## src/rtl/mem_wb_stage.sv

```systemverilog
// mem_wb_stage: data-memory access FSM with MEM/WB pipeline register and load/store formatting
module mem_wb_stage #(
  parameter int ACK_TIMEOUT = 255
) (
  input  logic        clk,
  input  logic        rst,
  input  logic        RegWriteM,
  input  logic        MemWriteM,
  input  logic [1:0]  ResultSrcM,
  input  logic [2:0]  Funct3M,
  input  logic [4:0]  RD_M,
  input  logic [31:0] PCPlus4M,
  input  logic [31:0] WriteDataM,
  input  logic [31:0] ALU_ResultM,
  output logic        StallM,
  output logic        dmem_req,
  output logic        dmem_we,
  output logic [31:0] dmem_addr,
  output logic [3:0]  dmem_be,
  output logic [31:0] dmem_wdata,
  input  logic [31:0] dmem_rdata,
  input  logic        dmem_ack,
  output logic        RegWriteW,
  output logic [4:0]  RDW,
  output logic [31:0] ResultW,
  output logic        MisalignW,
  output logic        BusErrW
);
  localparam int CW = $clog2(ACK_TIMEOUT + 1) < 1 ? 1 : $clog2(ACK_TIMEOUT + 1);
  typedef enum logic {IDLE, WAIT} state_t;
  state_t state, state_nx;
  logic [CW-1:0] cnt;
  logic we_q, rw_q;
  logic [1:0] src_q, src_w;
  logic [2:0] f3_q;
  logic [4:0] rd_q;
  logic [3:0] be_q, be_m;
  logic [31:0] pc4_q, wd_q, alu_q, wd_m, alu_w, pc4_w, ld_w, ld_fmt, lane;
  logic is_b, is_h, mis, mem_op, idle, issue, tout, done;
  // decode the M-stage access and the request/stall handshake
  always_comb begin
    is_b = Funct3M == 3'b000 || Funct3M == 3'b100;
    is_h = Funct3M == 3'b001 || Funct3M == 3'b101;
    mis = is_h ? ALU_ResultM[0] : is_b ? 1'b0 : |ALU_ResultM[1:0];
    be_m = is_b ? 4'b0001 << ALU_ResultM[1:0] : is_h ? (ALU_ResultM[1] ? 4'b1100 : 4'b0011) : 4'b1111;
    wd_m = is_b ? {4{WriteDataM[7:0]}} : is_h ? {2{WriteDataM[15:0]}} : WriteDataM;
    mem_op = MemWriteM || ResultSrcM == 2'b01;
    idle = state == IDLE;
    issue = idle && mem_op && !mis;
    tout = !idle && cnt == CW'(ACK_TIMEOUT);
    done = !idle && !tout && dmem_ack;
    dmem_req = !rst && (issue || (!idle && !tout));
    StallM = !rst && (issue || (!idle && !tout && !dmem_ack));
    dmem_we = dmem_req && (idle ? MemWriteM : we_q);
    dmem_addr = idle ? {ALU_ResultM[31:2], 2'b00} : {alu_q[31:2], 2'b00};
    dmem_be = idle ? be_m : be_q;
    dmem_wdata = idle ? wd_m : wd_q;
    state_nx = idle ? (issue ? WAIT : IDLE) : (tout || dmem_ack ? IDLE : WAIT);
  end
  // select the addressed lane of the read word and extend it per load type
  always_comb begin
    lane = dmem_rdata >> {alu_q[1:0], 3'b000};
    ld_fmt = f3_q == 3'b000 ? {{24{lane[7]}}, lane[7:0]} :
             f3_q == 3'b001 ? {{16{lane[15]}}, lane[15:0]} :
             f3_q == 3'b100 ? {24'b0, lane[7:0]} :
             f3_q == 3'b101 ? {16'b0, lane[15:0]} : dmem_rdata;
  end
  // write-back result mux; reserved select 11 behaves as ALU result
  always_comb ResultW = src_w == 2'b01 ? ld_w : src_w == 2'b10 ? pc4_w : alu_w;
  // FSM state register
  always_ff @(posedge clk) state <= rst ? IDLE : state_nx;
  // capture the accepted access so the bus stays stable while waiting
  always_ff @(posedge clk)
    if (issue) begin
      {we_q, rw_q, src_q, f3_q, rd_q} <= {MemWriteM, RegWriteM, ResultSrcM, Funct3M, RD_M};
      {be_q, wd_q, alu_q, pc4_q} <= {be_m, wd_m, ALU_ResultM, PCPlus4M};
    end
  // timeout counter and W register; anything not explicitly loaded is a zero bubble
  always_ff @(posedge clk) begin
    {RegWriteW, RDW, src_w, alu_w, pc4_w, ld_w, MisalignW, BusErrW} <= '0;
    if (rst)
      cnt <= '0;
    else if (idle) begin
      cnt <= '0;
      if (!mem_op)
        {RegWriteW, RDW, src_w, alu_w, pc4_w} <= {RegWriteM, RD_M, ResultSrcM, ALU_ResultM, PCPlus4M};
      else if (mis)
        MisalignW <= 1'b1;
    end else if (tout)
      BusErrW <= 1'b1;
    else if (done) begin
      {RegWriteW, RDW, src_w, alu_w, pc4_w} <= {rw_q, rd_q, src_q, alu_q, pc4_q};
      ld_w <= we_q ? 32'b0 : ld_fmt;
    end else
      cnt <= cnt + 1'b1;
  end
endmodule

```

## config.mk

```make
export PLATFORM = sky130hd
export DESIGN_NAME = mem_wb_stage
export DESIGN_NICKNAME = d
export VERILOG_FILES = /design/src/rtl/mem_wb_stage.sv
export SDC_FILE = /design/constraint.sdc
export NUM_CORES = 1
export LEC_CHECK = 0
export ABC_AREA = 1
export BUFFER_PORTS_ARGS = -buffer_cell sky130_fd_sc_hd__buf_4
export CAP_MARGIN = 20
export CORE_MARGIN = 2
export CORE_UTILIZATION = 52
export CTS_CLUSTER_SIZE = 8
export DETAILED_ROUTE_END_ITERATION = 10
export PLACE_DENSITY_LB_ADDON = 0.3
export SLEW_MARGIN = 20
export SYNTH_ARGS = -nofsm -noshare
export SYNTH_HDL_FRONTEND = slang
export SYNTH_SLANG_ARGS = --single-unit
```

## constraint.sdc

```tcl
create_clock -name clk -period 4.6 [get_ports clk]
set_input_delay 0.46 -clock clk [delete_from_list [all_inputs] [get_ports clk]]
set_output_delay 0.46 -clock clk [all_outputs]
set_load 0.02 [all_outputs]
```

; ---- Word level (Yosys, flattened, before mapping)
; Index checks and enable logic that the tools add are counted.
[totals]
register_bits = 227
latch_bits = 0
ram_bits = 0
romBits = 0
inputBits = 143
out_inout_bits = 111
wordCells = 104
mem_count = 0
[op_classes]
add_sub_neg = 1
mul = 0
n_div = 0
magnitude_cmp = 0
eq_ne = 10
n_shift = 2
n_mux = 42
n_bitwise = 4
n_reduce_logical = 26
[op_table]
columns = op, count
row1 = 2-to-1 mux 32 bit, 18
row2 = right shift 32 x 5 -> 16 bit, 1
row3 = 2-to-1 mux 5 bit, 4
row4 = 2-to-1 mux 4 bit, 4
row5 = "equality test 3 bit, second input constant", 4
row6 = 2-to-1 mux 1 bit, 12
row7 = logical AND 1 bit, 9
row8 = "adder 8 x 1 -> 8 bit, second input constant", 1
row9 = "equality test 8 bit, second input constant", 1
row10 = 2-to-1 mux 2 bit, 4
row11 = "equality test 3 x 1 -> 1 bit, second input constant", 2
row12 = zero test 3 bit, 2
row13 = logical OR 1 bit, 6
row14 = OR reduction 5 bit, 1
row15 = "equality test 2 x 1 -> 1 bit, second input constant", 2
row16 = zero test 1 bit, 4
row17 = NOT 1 bit, 4
row18 = OR reduction 2 bit, 2
row19 = "left shift 1 x 2 -> 4 bit, first input constant", 1
row20 = OR reduction 3 bit, 1
row21 = "equality test 2 bit, second input constant", 1
row22 = AND reduction 2 bit, 1

; ---- Logic depth before layout (Yosys ltp)
[depth]
word_depth = 9
mapped_depth = 11
depth_no_buf = 10

; ---- Least setup slack after synthesis
; Ideal clock, no wire load.
[synth_path]
path_type = input -> output
from = input Funct3M[0]
to = output StallM
arrival_ns = 3.733
slack_ns = 0.407
stages = 7
path_buffers = 0
cell_sequence = inv_1 nand2_1 a22oi_1 nand3_1 inv_1 nor2_1 nor2_1
[synth_via]
elab_chain_cells = 8
[synth_rtl]
columns = item, line_no
row1 = from (decl), 10  ; input logic [2:0] Funct3M,
row2 = equality test 3 bit / zero test 3 bit (equally long branches), 42  ; is_b = Funct3M == 3'b000 || Funct3M == 3'b100;
row3 = logical OR 1 bit, 42
row4 = 2-to-1 mux 1 bit, 44  ; mis = is_h ? ALU_ResultM[0] : is_b ? 1'b0 : |ALU_ResultM[1:0];
row5 = 2-to-1 mux 1 bit *, 44
row6 = zero test 1 bit *, 49  ; issue = idle && mem_op && !mis;
row7 = logical AND 1 bit *, 49
row8 = net issue, 39  ; logic is_b, is_h, mis, mem_op, idle, issue, tout, done;
row9 = logical OR 1 bit *, 53  ; StallM = !rst && (issue || (!idle && !tout && !dmem_ack));
row10 = logical AND 1 bit *, 53
row11 = to (decl), 15  ; output logic StallM,
; The timed path passes the listed nets; every way through them passes the cells marked *.

; ---- Worst setup path in the final report
[layout_path]
from = register src_w[1]
to = output ResultW[16]
[layout_via]
elab_chain_cells = 3
[layout_rtl]
columns = item, line_no
row1 = from (decl), 34  ; logic [1:0] src_q, src_w;
row2 = from (signal assigned), 86  ; {RegWriteW, RDW, src_w, alu_w, pc4_w} <= {RegWriteM, RD_M, ResultSrcM, ALU_ResultM, PCPlus4M};
row3 = from (signal assigned), 92  ; {RegWriteW, RDW, src_w, alu_w, pc4_w} <= {rw_q, rd_q, src_q, alu_q, pc4_q};
row4 = equality test 2 bit, 69  ; always_comb ResultW = src_w == 2'b01 ? ld_w : src_w == 2'b10 ? pc4_w : alu_w;
row5 = 2-to-1 mux 32 bit, 69
row6 = 2-to-1 mux 32 bit *, 69
row7 = to (decl), 25  ; output logic [31:0] ResultW,
; Every way passes the cells marked *; elsewhere a longest branch is shown, timed or not.

==> flow_summary.json <==
{
  "synth_area_per_cell_sq_um": 8.27,
  "fmax_ghz": 0.320,
  "die_h_um": 141,
  "start_kind": "flip-flop",
  "yosysMostFrequentCell": "nand2_1",
  "crit_buf_inv": 4,
  "synthFlopType": "dfxtp_1",
  "synth_cell_types": 29,
  "r2r-start": "state$_SDFF_PP0_",
  "root_buffer": "clkbuf_16",
  "tightest_slew_ns": 1.12,
  "core_sq_mm": 0.0186,
  "yosysTopAreaCellShare": 0.344,
  "leakage_nw": 5.68,
  "ctsResizeCount": 0,
  "critPathMaxFanout": 33,
  "cts_hold_buffers": 0,
  "busiest_layer": "met2",
  "dp_hpwl_mm": 19.0,
  "timing.setup.tns_ns": 0,
  "ys_top_cells_by_area": "edfxtp_1 34%, dfxtp_1 24%, nand2_1 19%, a21oi_1 5.2%, nor2_1 2.8%",
  "path_cells": "inv_1 > nor2_2 > buf_4 > inv_1 > nand2_1 > a31oi_1 > buf_4",
  "grt_pass1_vias": 8399,
  "area_growth_syn_to_layout_pct": 29.7,
  "overflow": 0,
  "critPathTopFamily": "buffers and inverters",
  "gp_congestion": 0.906,
  "timing.slew.headroom": 0.249,
  "cts_tree": "built",
  "synth_edf_count": 112,
  "whs_path_depth": 1,
  "async_reset_ff_frac": 0,
  "vias": 9019,
  "grtUsageTotal": 0.273,
  "finalCriticalPeriod_ns": 3.13,
  "clk_latency_ns": 0.50,
  "cts_buffer_depth": 3,
  "fin_nets": 1557,
  "drv_slew": 0,
  "critPathRequiredTime_ns": 4.14,
  "synth_seq_cells": 227,
  "synth_cells": 1183,
  "post-cts-setup-buffers": 0,
  "cts_sinks": 227,
  "setup_slack_ns": 1.47,
  "min_to": "pc4_q[3]$_DFFE_PP_",
  "htree_levels": 2,
  "drcViolationCount": 0,
  "synth_top_area_cell": "edfxtp_1",
  "ant_nets": 0,
  "die_width_um": 141,
  "run_status": "finished, final reports clean",
  "setup_viol": 0,
  "yosys_warnings": 0,
  "timing.final.hold_violations": 0,
  "dieArea_sq_mm": 0.0199,
  "drive_gt1_frac": 0.221,
  "min_from": "PCPlus4M[3]",
  "cp_slowest_cell": "inv_1",
  "grt_pass1_wl_mm": 43.2,
  "pin_count": 254,
  "wl_per_cell_um": 16.9,
  "use_met3": 0.0639,
  "gr-usage-met2": 0.426,
  "cp_slowest_stage_delay_ns": 0.85,
  "antenna_found_initial": 0,
  "critPathArrivalTime_ns": 2.67,
  "grt_start_max_net_pins": 75,
  "dr.pass1.iters": 7,
  "netlist_area_sq_mm": 0.00978,
  "reg2reg_to": "pc4_q[19]$_DFFE_PP_",
  "synth_commonest_cells": "504 x nand2_1, 115 x dfxtp_1, 112 x edfxtp_1, 102 x a21oi_1, 72 x nor2_1",
  "diodes": 0,
  "worst-setup-path-type": "flip-flop to output pin",
  "min_path_type": "input port to flip-flop",
  "cts_inserted_buffers": 34,
  "maxCapViolations": 0,
  "dpl_worst_slack_ns": 1.71,
  "r2r_setup_slack_ns": 1.95,
  "rows": 50,
  "drt-initial-drc-count": 925,
  "ys_seq_area_frac": 0.579,
  "wl_mm": 28.3,
  "grtUsageMet1": 0.382,
  "rsz0062_at_grt": "no",
  "final.period_utilization": 0.680,
  "cellPowerDensity_mw_per_mm2": 419,
  "fin_skew_ns": 0.0217,
  "start_util": 0.526,
  "via_per_inst": 5.39,
  "endpoint_kind": "output pin",
  "port_buffers": 251,
  "ir_worst_vdd_mv": 0.274,
  "cts.clk_slew.worst_paths_ns": 0.05,
  "reg2reg_depth": 4
}
==> state kept, by name, summed over array words and instances (netlist names), 2 cells and up <==
register	cells
src_q	2
pc4_q	32
alu_q	32
cnt	8
src_w	2
rd_q	5
RDW	5
wd_q	32
pc4_w	32
alu_w	32
be_q	4
f3_q	3
ld_w	32
==> cells by family after synthesis <==
kind of cell | after synthesis | synth area share
compound gates | 197 | 0.107
xor+xnor | 2 | 0.00179
other cells | 1 | 0.000383
buf+inv | 124 | 0.0571
simple gates | 631 | 0.253
fa+ha+maj | 1 | 0.00128
flops | 227 | 0.579
==> through the flow <==
stage | instances | power (mW) | area [sq um] | hold WS, ns | utilization
3_5_place_dp | 1611 | 3.08 | 11700 | 0.474 | 0.629
3_3_place_gp | 1611 | 3.07 | 11700 | 0.466 | 0.629
5_1_grt | 1673 | 5.49 | 12700 | 0.130 | 0.683
4_1_cts | 1673 | 5.33 | 12700 | 0.127 | 0.682
6_report | 1673 | 5.31 | 12700 | 0.142 | 0.683
2_1_floorplan | 1184 | 2.72 | 9780 | 0.447 | -
==> how the worst max path moves through the flow <==
| stage | start | to | slack, ns | cells past startpoint |
|---|---|---|---|---|
| after global routing | state$_SDFF_PP0_ | StallM | 1.30 | 6 |
| after CTS | state$_SDFF_PP0_ | StallM | 1.52 | 6 |
| final | src_w[1]$_SDFF_PP0_ | ResultW[16] | 1.47 | 7 |
| after global placement | Funct3M[1] | pc4_q[22]$_DFFE_PP_ | 1.77 | 7 |
| after floorplan | Funct3M[0] | StallM | 0.41 | 7 |
| after detailed placement | Funct3M[1] | pc4_q[22]$_DFFE_PP_ | 1.71 | 7 |
==> placed cells by master (no fill, tap or decap), types with 2 or more instances in the layout <==
cell	Yosys	final
nand2_1	504	503
buf_4	12	259
dfxtp_1	115	114
edfxtp_1	112	112
a21oi_1	102	102
nor2_1	72	71
inv_1	54	53
o21ai_0	46	46
nand3_1	41	41
a31oi_1	40	40
clkbuf_16	0	34
clkbuf_1	33	24
nor2_2	4	5
inv_2	4	4
nand2_2	4	4
o21ai_1	4	4
o211ai_1	3	3
nand2_4	1	2
inv_4	0	2
nor2_4	2	2
xor2_1	2	2
conb_1	1	2
inv_6	0	2
==> layer usage <==
layer | wire length, um | part of all wire
met1 | 11900 | 0.42
met2 | 12900 | 0.46
met3 | 2850 | 0.10
met4 | 631 | 0.022
met5 | 0 | 0
==> power by group <==
group	switching [mW]	internal (mW)	total, mW
combinational	0.473	0.288	0.761
clock	0.868	1.39	2.26
sequential	0.0458	2.24	2.29
==> area by class of cell <==
class | count | area, sq um
fillers | 1499 | 5900
clock inverters | 4 | 40.0
multi-input cells | 833 | 3580
clock buffers | 58 | 941
inverters | 58 | 220
repair buffers | 259 | 1940
flip-flops and latches | 227 | 5670
well taps | 234 | 293
Power figures use the tool's default switching activity.
